<file path="src/rtl/shift_sequencer.sv">
`default_nettype none
// ============================================================================
// shift_sequencer : multi-cycle shift/rotate, at most STEP bits per clock. Rev 1.0
// ============================================================================
module shift_sequencer #(
  parameter int STEP  = 8,
  parameter int WIDTH = 32
) (
  input  logic             clk,
  input  logic             clr_n,
  input  logic             start,
  input  logic [2:0]       op,
  input  logic [WIDTH-1:0] Ra,
  input  logic [WIDTH-1:0] Rb,
  output logic [WIDTH-1:0] Rz,
  output logic             busy,
  output logic             done
);

  localparam logic [0:0] c_IDLE = 1'b0;
  localparam logic [0:0] c_RUN  = 1'b1;

  localparam logic [2:0] c_OP_SHR  = 3'b000;
  localparam logic [2:0] c_OP_SHRA = 3'b001;
  localparam logic [2:0] c_OP_SHL  = 3'b010;
  localparam logic [2:0] c_OP_ROR  = 3'b011;
  localparam logic [2:0] c_OP_ROL  = 3'b100;

  localparam int         c_SW   = $clog2(STEP + 1);
  localparam logic [5:0] c_STEP = 6'(STEP);

  logic [0:0]         state_q, state_d;
  logic [WIDTH-1:0]   acc_q, acc_d;
  logic [WIDTH-1:0]   rz_q, rz_d;
  logic [4:0]         cnt_q, cnt_d;
  logic [2:0]         opr_q, opr_d;
  logic               done_q, done_d;

  logic               accept_w;
  logic [c_SW-1:0]    s_w;
  logic [2*WIDTH-1:0] ror_w, rol_w;
  logic [WIDTH-1:0]   f_w;
  logic               unused_rb;

  assign unused_rb = ^Rb[WIDTH-1:5];

  // A request is refused in the done cycle even though the FSM is already IDLE.
  assign accept_w = (state_q == c_IDLE) && start && !done_q;

  // Shift distance is bounded by STEP, so the barrel only spans c_SW amount bits.
  assign s_w   = ({1'b0, cnt_q} > c_STEP) ? c_SW'(c_STEP) : c_SW'(cnt_q);
  assign ror_w = {acc_q, acc_q} >> s_w;
  assign rol_w = {acc_q, acc_q} << s_w;

  always_comb begin
    f_w = acc_q;
    case (opr_q)
      c_OP_SHR:  f_w = acc_q >> s_w;
      c_OP_SHRA: f_w = WIDTH'($signed(acc_q) >>> s_w);
      c_OP_SHL:  f_w = acc_q << s_w;
      c_OP_ROR:  f_w = ror_w[WIDTH-1:0];
      c_OP_ROL:  f_w = rol_w[2*WIDTH-1:WIDTH];
      default:   f_w = acc_q;
    endcase
  end

  always_ff @(posedge clk or negedge clr_n) begin
    if (!clr_n) state_q <= c_IDLE;
    else        state_q <= state_d;
  end

  always_comb begin
    state_d = state_q;
    case (state_q)
      c_IDLE:  if (accept_w) state_d = c_RUN;
      c_RUN:   if (cnt_q == 5'd0) state_d = c_IDLE;
      default: state_d = c_IDLE;
    endcase
  end

  always_comb begin
    acc_d  = acc_q;
    cnt_d  = cnt_q;
    opr_d  = opr_q;
    rz_d   = rz_q;
    done_d = 1'b0;
    if (accept_w) begin
      acc_d = Ra;
      opr_d = op;
      cnt_d = (op > c_OP_ROL) ? 5'd0 : Rb[4:0];
    end else if (state_q == c_RUN) begin
      if (cnt_q != 5'd0) begin
        acc_d = f_w;
        cnt_d = cnt_q - 5'(s_w);
      end else begin
        rz_d   = acc_q;
        done_d = 1'b1;
      end
    end
  end

  always_ff @(posedge clk or negedge clr_n) begin
    if (!clr_n) begin
      acc_q  <= '0;
      cnt_q  <= '0;
      opr_q  <= '0;
      rz_q   <= '0;
      done_q <= 1'b0;
    end else begin
      acc_q  <= acc_d;
      cnt_q  <= cnt_d;
      opr_q  <= opr_d;
      rz_q   <= rz_d;
      done_q <= done_d;
    end
  end

  always_comb begin
    busy = (state_q == c_RUN);
    done = done_q;
    Rz   = rz_q;
  end

endmodule
`default_nettype wire

</file>
<file path="config.mk">
export PLATFORM = sky130hd
export DESIGN_NAME = shift_sequencer
export DESIGN_NICKNAME = d
export VERILOG_FILES = /design/src/rtl/shift_sequencer.sv
export SDC_FILE = /design/constraint.sdc
export NUM_CORES = 1
export LEC_CHECK = 0
export BUFFER_PORTS_ARGS = -buffer_cell sky130_fd_sc_hd__buf_2
export CORE_ASPECT_RATIO = 1.2
export CORE_MARGIN = 2
export CORE_UTILIZATION = 51
export DETAILED_ROUTE_END_ITERATION = 10
export PLACE_DENSITY = 0.76
export SLEW_MARGIN = 10
export SYNTH_ARGS = -nofsm -noshare
export SYNTH_HDL_FRONTEND = slang
export SYNTH_SLANG_ARGS = --single-unit
</file>
<file path="constraint.sdc">
create_clock -name clk -period 2.4 [get_ports clk]
set_input_delay 0.24 -clock clk [delete_from_list [all_inputs] [get_ports clk]]
set_output_delay 0.24 -clock clk [all_outputs]
set_load 0.02 [all_outputs]
</file>
After elaboration in Yosys (flattened, before gate mapping)
Index checks and enable logic that the tools add are counted.

$add $sub $neg: 1. Magnitude comparators: 2. Eq/ne operators: 4. Shift-type cells: 5. Mux-type cells: 15. Bitwise gates (word level): 3. Reductions and logical operators: 12.

Operator list (count): one-hot mux 32 bit (5 select lines) (1); two-way mux 32 bit (3); left shift 64 x 4 -> 64 bit (1); right shift 64 x 4 -> 32 bit (1); left shift 32 x 4 -> 32 bit (1); right shift 32 x 4 -> 32 bit (1); >>> shifter 32 x 4 -> 32 bit (1); two-way mux 5 bit (4); == test 3 x 2 -> 1 bit (second input constant) (2); AND reduction 3 bit (2); nonzero test 6 bit (1); > comparator 5 x 4 -> 1 bit (second input constant) (1); zero test 5 bit (1); two-way mux 1 bit (5); nonzero test 5 bit (1); subtractor 5 x 4 -> 5 bit (1); two-way mux 4 bit (1); nonzero test 2 bit (2); == test 3 x 1 -> 1 bit (second input constant) (1); == test 3 bit (second input constant) (1); > comparator 3 bit (second input constant) (1); zero test 3 bit (1); NOT 1 bit (3); logical AND 1 bit (2); 3 further kinds (3).

Flip-flop bits (word level): 74. Logic and storage cells: 48.

Depth between registers and ports, before layout
Depth in word-level cells: 7. Gate-level depth with buffers: 11.

Least setup slack after synthesis
OpenSTA, ideal clock, no wires.

Kind: register to register. Start: register cnt_q[3]. End: register cnt_q[4]. Library setup time: 0.126 ns. Arrival time: 2.179 ns. Required time: 2.274 ns. Path slack: 0.095 ns. Cell stages (with the launch flop): 12. Period minus slack after synthesis: 2.305 ns. Path through: dfrtp_1 -> buf_2 -> or2_2 -> buf_2 -> clkbuf_1 -> buf_1 -> nand2_1 -> ha_1 -> o311ai_0 -> o31ai_1 -> o21ai_0 -> a21oi_1.

Longest elaborated chain between the ends: 6.

RTL lines: from (decl) (RTL line 35) `logic [4:0] cnt_q, cnt_d;`; from (signal assigned) (RTL line 111) `cnt_q <= cnt_d;`; > comparator 5 x 4 -> 1 bit (RTL line 51) `assign s_w = ({1'b0, cnt_q} > c_STEP) ? c_SW'(c_STEP) : c_SW'(cnt_q);`; two-way mux 4 bit (RTL line 51); subtractor 5 x 4 -> 5 bit (RTL line 94) `cnt_d = cnt_q - 5'(s_w);`; two-way mux 5 bit (RTL line 92) `if (cnt_q != 5'd0) begin`; two-way mux 5 bit (RTL line 91) `end else if (state_q == c_RUN) begin`; two-way mux 5 bit (RTL line 87) `if (accept_w) begin`.

Parallel ways exist; a longest one is shown, timed or not. The select of a mux whose other input is x is not followed. A chain may end at the register's enable or synchronous reset.

Worst setup path after layout
Start: register cnt_q[1]. End: register acc_q[1].

Longest elaborated chain between the ends: 7.

RTL lines: > comparator 5 x 4 -> 1 bit (RTL line 51); two-way mux 4 bit (RTL line 51); left shift 64 x 4 -> 64 bit, or another cell as far along (RTL line 53) `assign rol_w = {acc_q, acc_q} << s_w;`; one-hot mux 32 bit (5 select lines) (RTL line 57) `case (opr_q)`; two-way mux 32 bit (RTL line 92); two-way mux 32 bit (RTL line 91); two-way mux 32 bit (RTL line 87); to (signal assigned) (RTL line 104) `acc_q <= '0;`; to (signal assigned) (RTL line 110) `acc_q <= acc_d;`; to (decl) (RTL line 33) `logic [WIDTH-1:0] acc_q, acc_d;`.

Parallel ways exist; a longest one is shown, timed or not. The select of a mux whose other input is x is not followed.

==> results.toml <==
[timing]
hold_violations = 0
timing.fmax_ghz = 0.413
rsz0062_at_grt = "yes"
skew_ns = 0.00558
fin_ws_ns = -0.0232
setup_violations = 1
min_period_ns = 2.42
tightest_slew_ns = 0.975
final.period_utilization_pct = 101
slew-limit-headroom_pct = 34.3
report.final.slew_viol_count = 0

[floorplan]
die_area_um2 = 14400
initial_utilization_pct = 51.9
die_w_um = 110
num_rows = 46
die_h_um = 131
core_area_um2 = 13200
ios = 104

[detailed_routing]
first_iter_violations = 1266
vias = 8524
drt_first_pass_iters = 7
wl_per_cell_um = 27.9
wirelength_um = 33000
post_drt_via_cell_ratio = 7.21
drc_errors = 0
ant_nets = 0

[synthesis]
synthCells = 889
async_flop_share_pct = 100
synthDominantCellAreaShare_pct = 27.1
yosysMostFrequentCell = "nand2_1"
synth-edff-count = 0
postSynthAreaPerCell_um2 = 7.69
synthesis.nets = 960
synth-seq-area-share_pct = 27.1
synth_area_leaders = "dfrtp_1 (27%), mux2_2 (5.8%), nand2_1 (5.4%)"
synth_commonest_cells = "nand2_1 (98), dfrtp_1 (74), a21oi_1 (64), nor2_1 (62), o21ai_0 (58)"
yosysUniqueCellTypes = 77
synth_warnings = 0
yosys_most_used_dff = "dfrtp_1"
synth_top_area_cell = "dfrtp_1"
ys_seq_elements = 74
syn_area_um2 = 6840

[global_route]
grt_pass1_vias = 8131
top_usage_layer = "met2"
gr-usage-met2_pct = 68.9
met1_usage_pct = 60.5
grt_pass1_wl_um = 48900
grt_overflow = 0
met3_usage_pct = 11.0
antenna_found_initial = 0
grt_usage_pct = 46.6
grt_max_degree = 68

[critical_path]
end_kind = "flop"
required_ns = 2.62
arrival_ns = 2.64
regToRegStartpoint = "cnt_q[1]"
cp-start-kind = "flop"
reg2reg_to = "acc_q[1]"
worst-setup-path-type = "flop to flop"
crit_fanout = 17
rrSetupSlack_ns = -0.02
reg2regPathDepth = 8

[place]
dp_hpwl_um = 23600
dpl_worst_slack_ns = 0.0144
port_buffers = 76
gp_congestion = 1.10
dp.cells = 1166

[clock_network]
clock-sinks = 74
htree_levels = 3
clk_latency_ns = 0.36
cts_root_buf = "clkbuf_16"
cts_buffers = 9
clock_path_buffers = 2
cts_tree = "built"
path_clk_slew_ns = 0.06

[finish]
nets = 1080
diodes = 0
final_cells = 1182
layout-drive-gt1-share_pct = 30.3
area.growth.synth_to_final_pct = 23.9

[worst_hold_path]
min_path_type = "primary input to async pin"

[job]
maxCapViolCount = 0

[outcome]
status = "complete, but fails checks"
violations = "negative setup slack"
==> cells in the final DEF (no fill, tap or decap), drive strengths merged, types with 7 or more instances in the layout <==
| cell | n |
|---|---|
| clkbuf | 10 |
| o22ai | 46 |
| nor2b | 9 |
| nand3 | 29 |
| buf | 218 |
| nor3 | 22 |
| a22oi | 10 |
| a221oi | 17 |
| dfrtp | 74 |
| inv | 7 |
| nand2b | 21 |
| a21oi | 65 |
| o221ai | 15 |
| a211oi | 23 |
| mux2 | 35 |
| nand2 | 100 |
| a31oi | 16 |
| or3 | 17 |
| mux2i | 20 |
| o211ai | 8 |
| o21ai | 59 |
| nor2 | 65 |
| o21a | 7 |
==> worst max-delay path: stages, from the launching register on <==
cell      delay [ns]
dfrtp_2         0.44
or3b_1          0.42
buf_12          0.19
buf_12          0.14
o22ai_1         0.15
a221o_1         0.27
o21ai_0         0.11
a221oi_1        0.43
a21oi_1         0.12
==> per-stage QoR <==
stage,area [µm²],hold WS [ns],utilization [%],setup TNS [ns]
after floorplan,6840,-0.0556,-,0
after global placement,8150,0.414,61.8,0
after detailed placement,8150,0.413,61.8,0
after CTS,8430,0.0321,64.0,0
after global routing,8470,0.0949,64.3,-0.0735
final,8470,0.00988,64.3,-0.0232
==> cell type report <==
class / instances / area (µm²)
timing repair buffer: 218 / 1570
fill: 1215 / 4710
multi-input combinational: 699 / 4520
tap: 168 / 210
inverter: 7 / 26.3
sequential: 74 / 1850
clock buffer: 10 / 239
clock inverter: 6 / 41.3
==> worst max path at each step <==
stage | from | endpoint | slack, ns | depth (start not counted)
6_report | cnt_q[1] | acc_q[1] | -0.02 | 8
5_1_grt | cnt_q[4] | acc_q[5] | -0.04 | 8
4_1_cts | cnt_q[3] | acc_q[13] | 0.05 | 8
3_5_place_dp | cnt_q[4] | acc_q[5] | 0.01 | 8
3_3_place_gp | cnt_q[4] | acc_q[5] | 0.02 | 8
2_1_floorplan | cnt_q[3] | cnt_q[4] | 0.09 | 11
==> cells by family after synthesis <==
group	after synthesis	synth area share (%)
adders and majority gates	1	0.183
xor gates and xnor gates	2	0.256
DFF	74	27.1
AOI/OAI and AO/OA	343	35.0
buffers and inverters	116	7.52
and+or+nand+nor	297	21.2
other	1	0.0549
muxes	55	8.69
==> sequential cells by signal, summed over array words and instances, names as in the netlist <==
name and cells:
done 1, cnt_q 5, busy 1, opr_q 3, Rz 32, acc_q 32
==> layer usage <==
| layer | share of wire [%] | wire length [µm] | up-vias |
|---|---|---|---|
| met1 | 37 | 12200 | 3975 |
| met4 | 7.0 | 2310 | 0 |
| met3 | 12 | 4080 | 195 |
| met5 | 0 | 0 | - |
| li1 | - | - | 3620 |
| met2 | 44 | 14400 | 734 |
==> timing repair <==
item	4_1_cts	5_1_grt
gates resized for setup	1	12
endpoints found under the hold margin	0	0
pin swaps	0	0
setup endpoints to repair	1	14
setup buffers	0	0
hold buffers	0	0
Power is not shown: default switching activity piles up to over one toggle a cycle in this logic, so the estimate is an artifact.
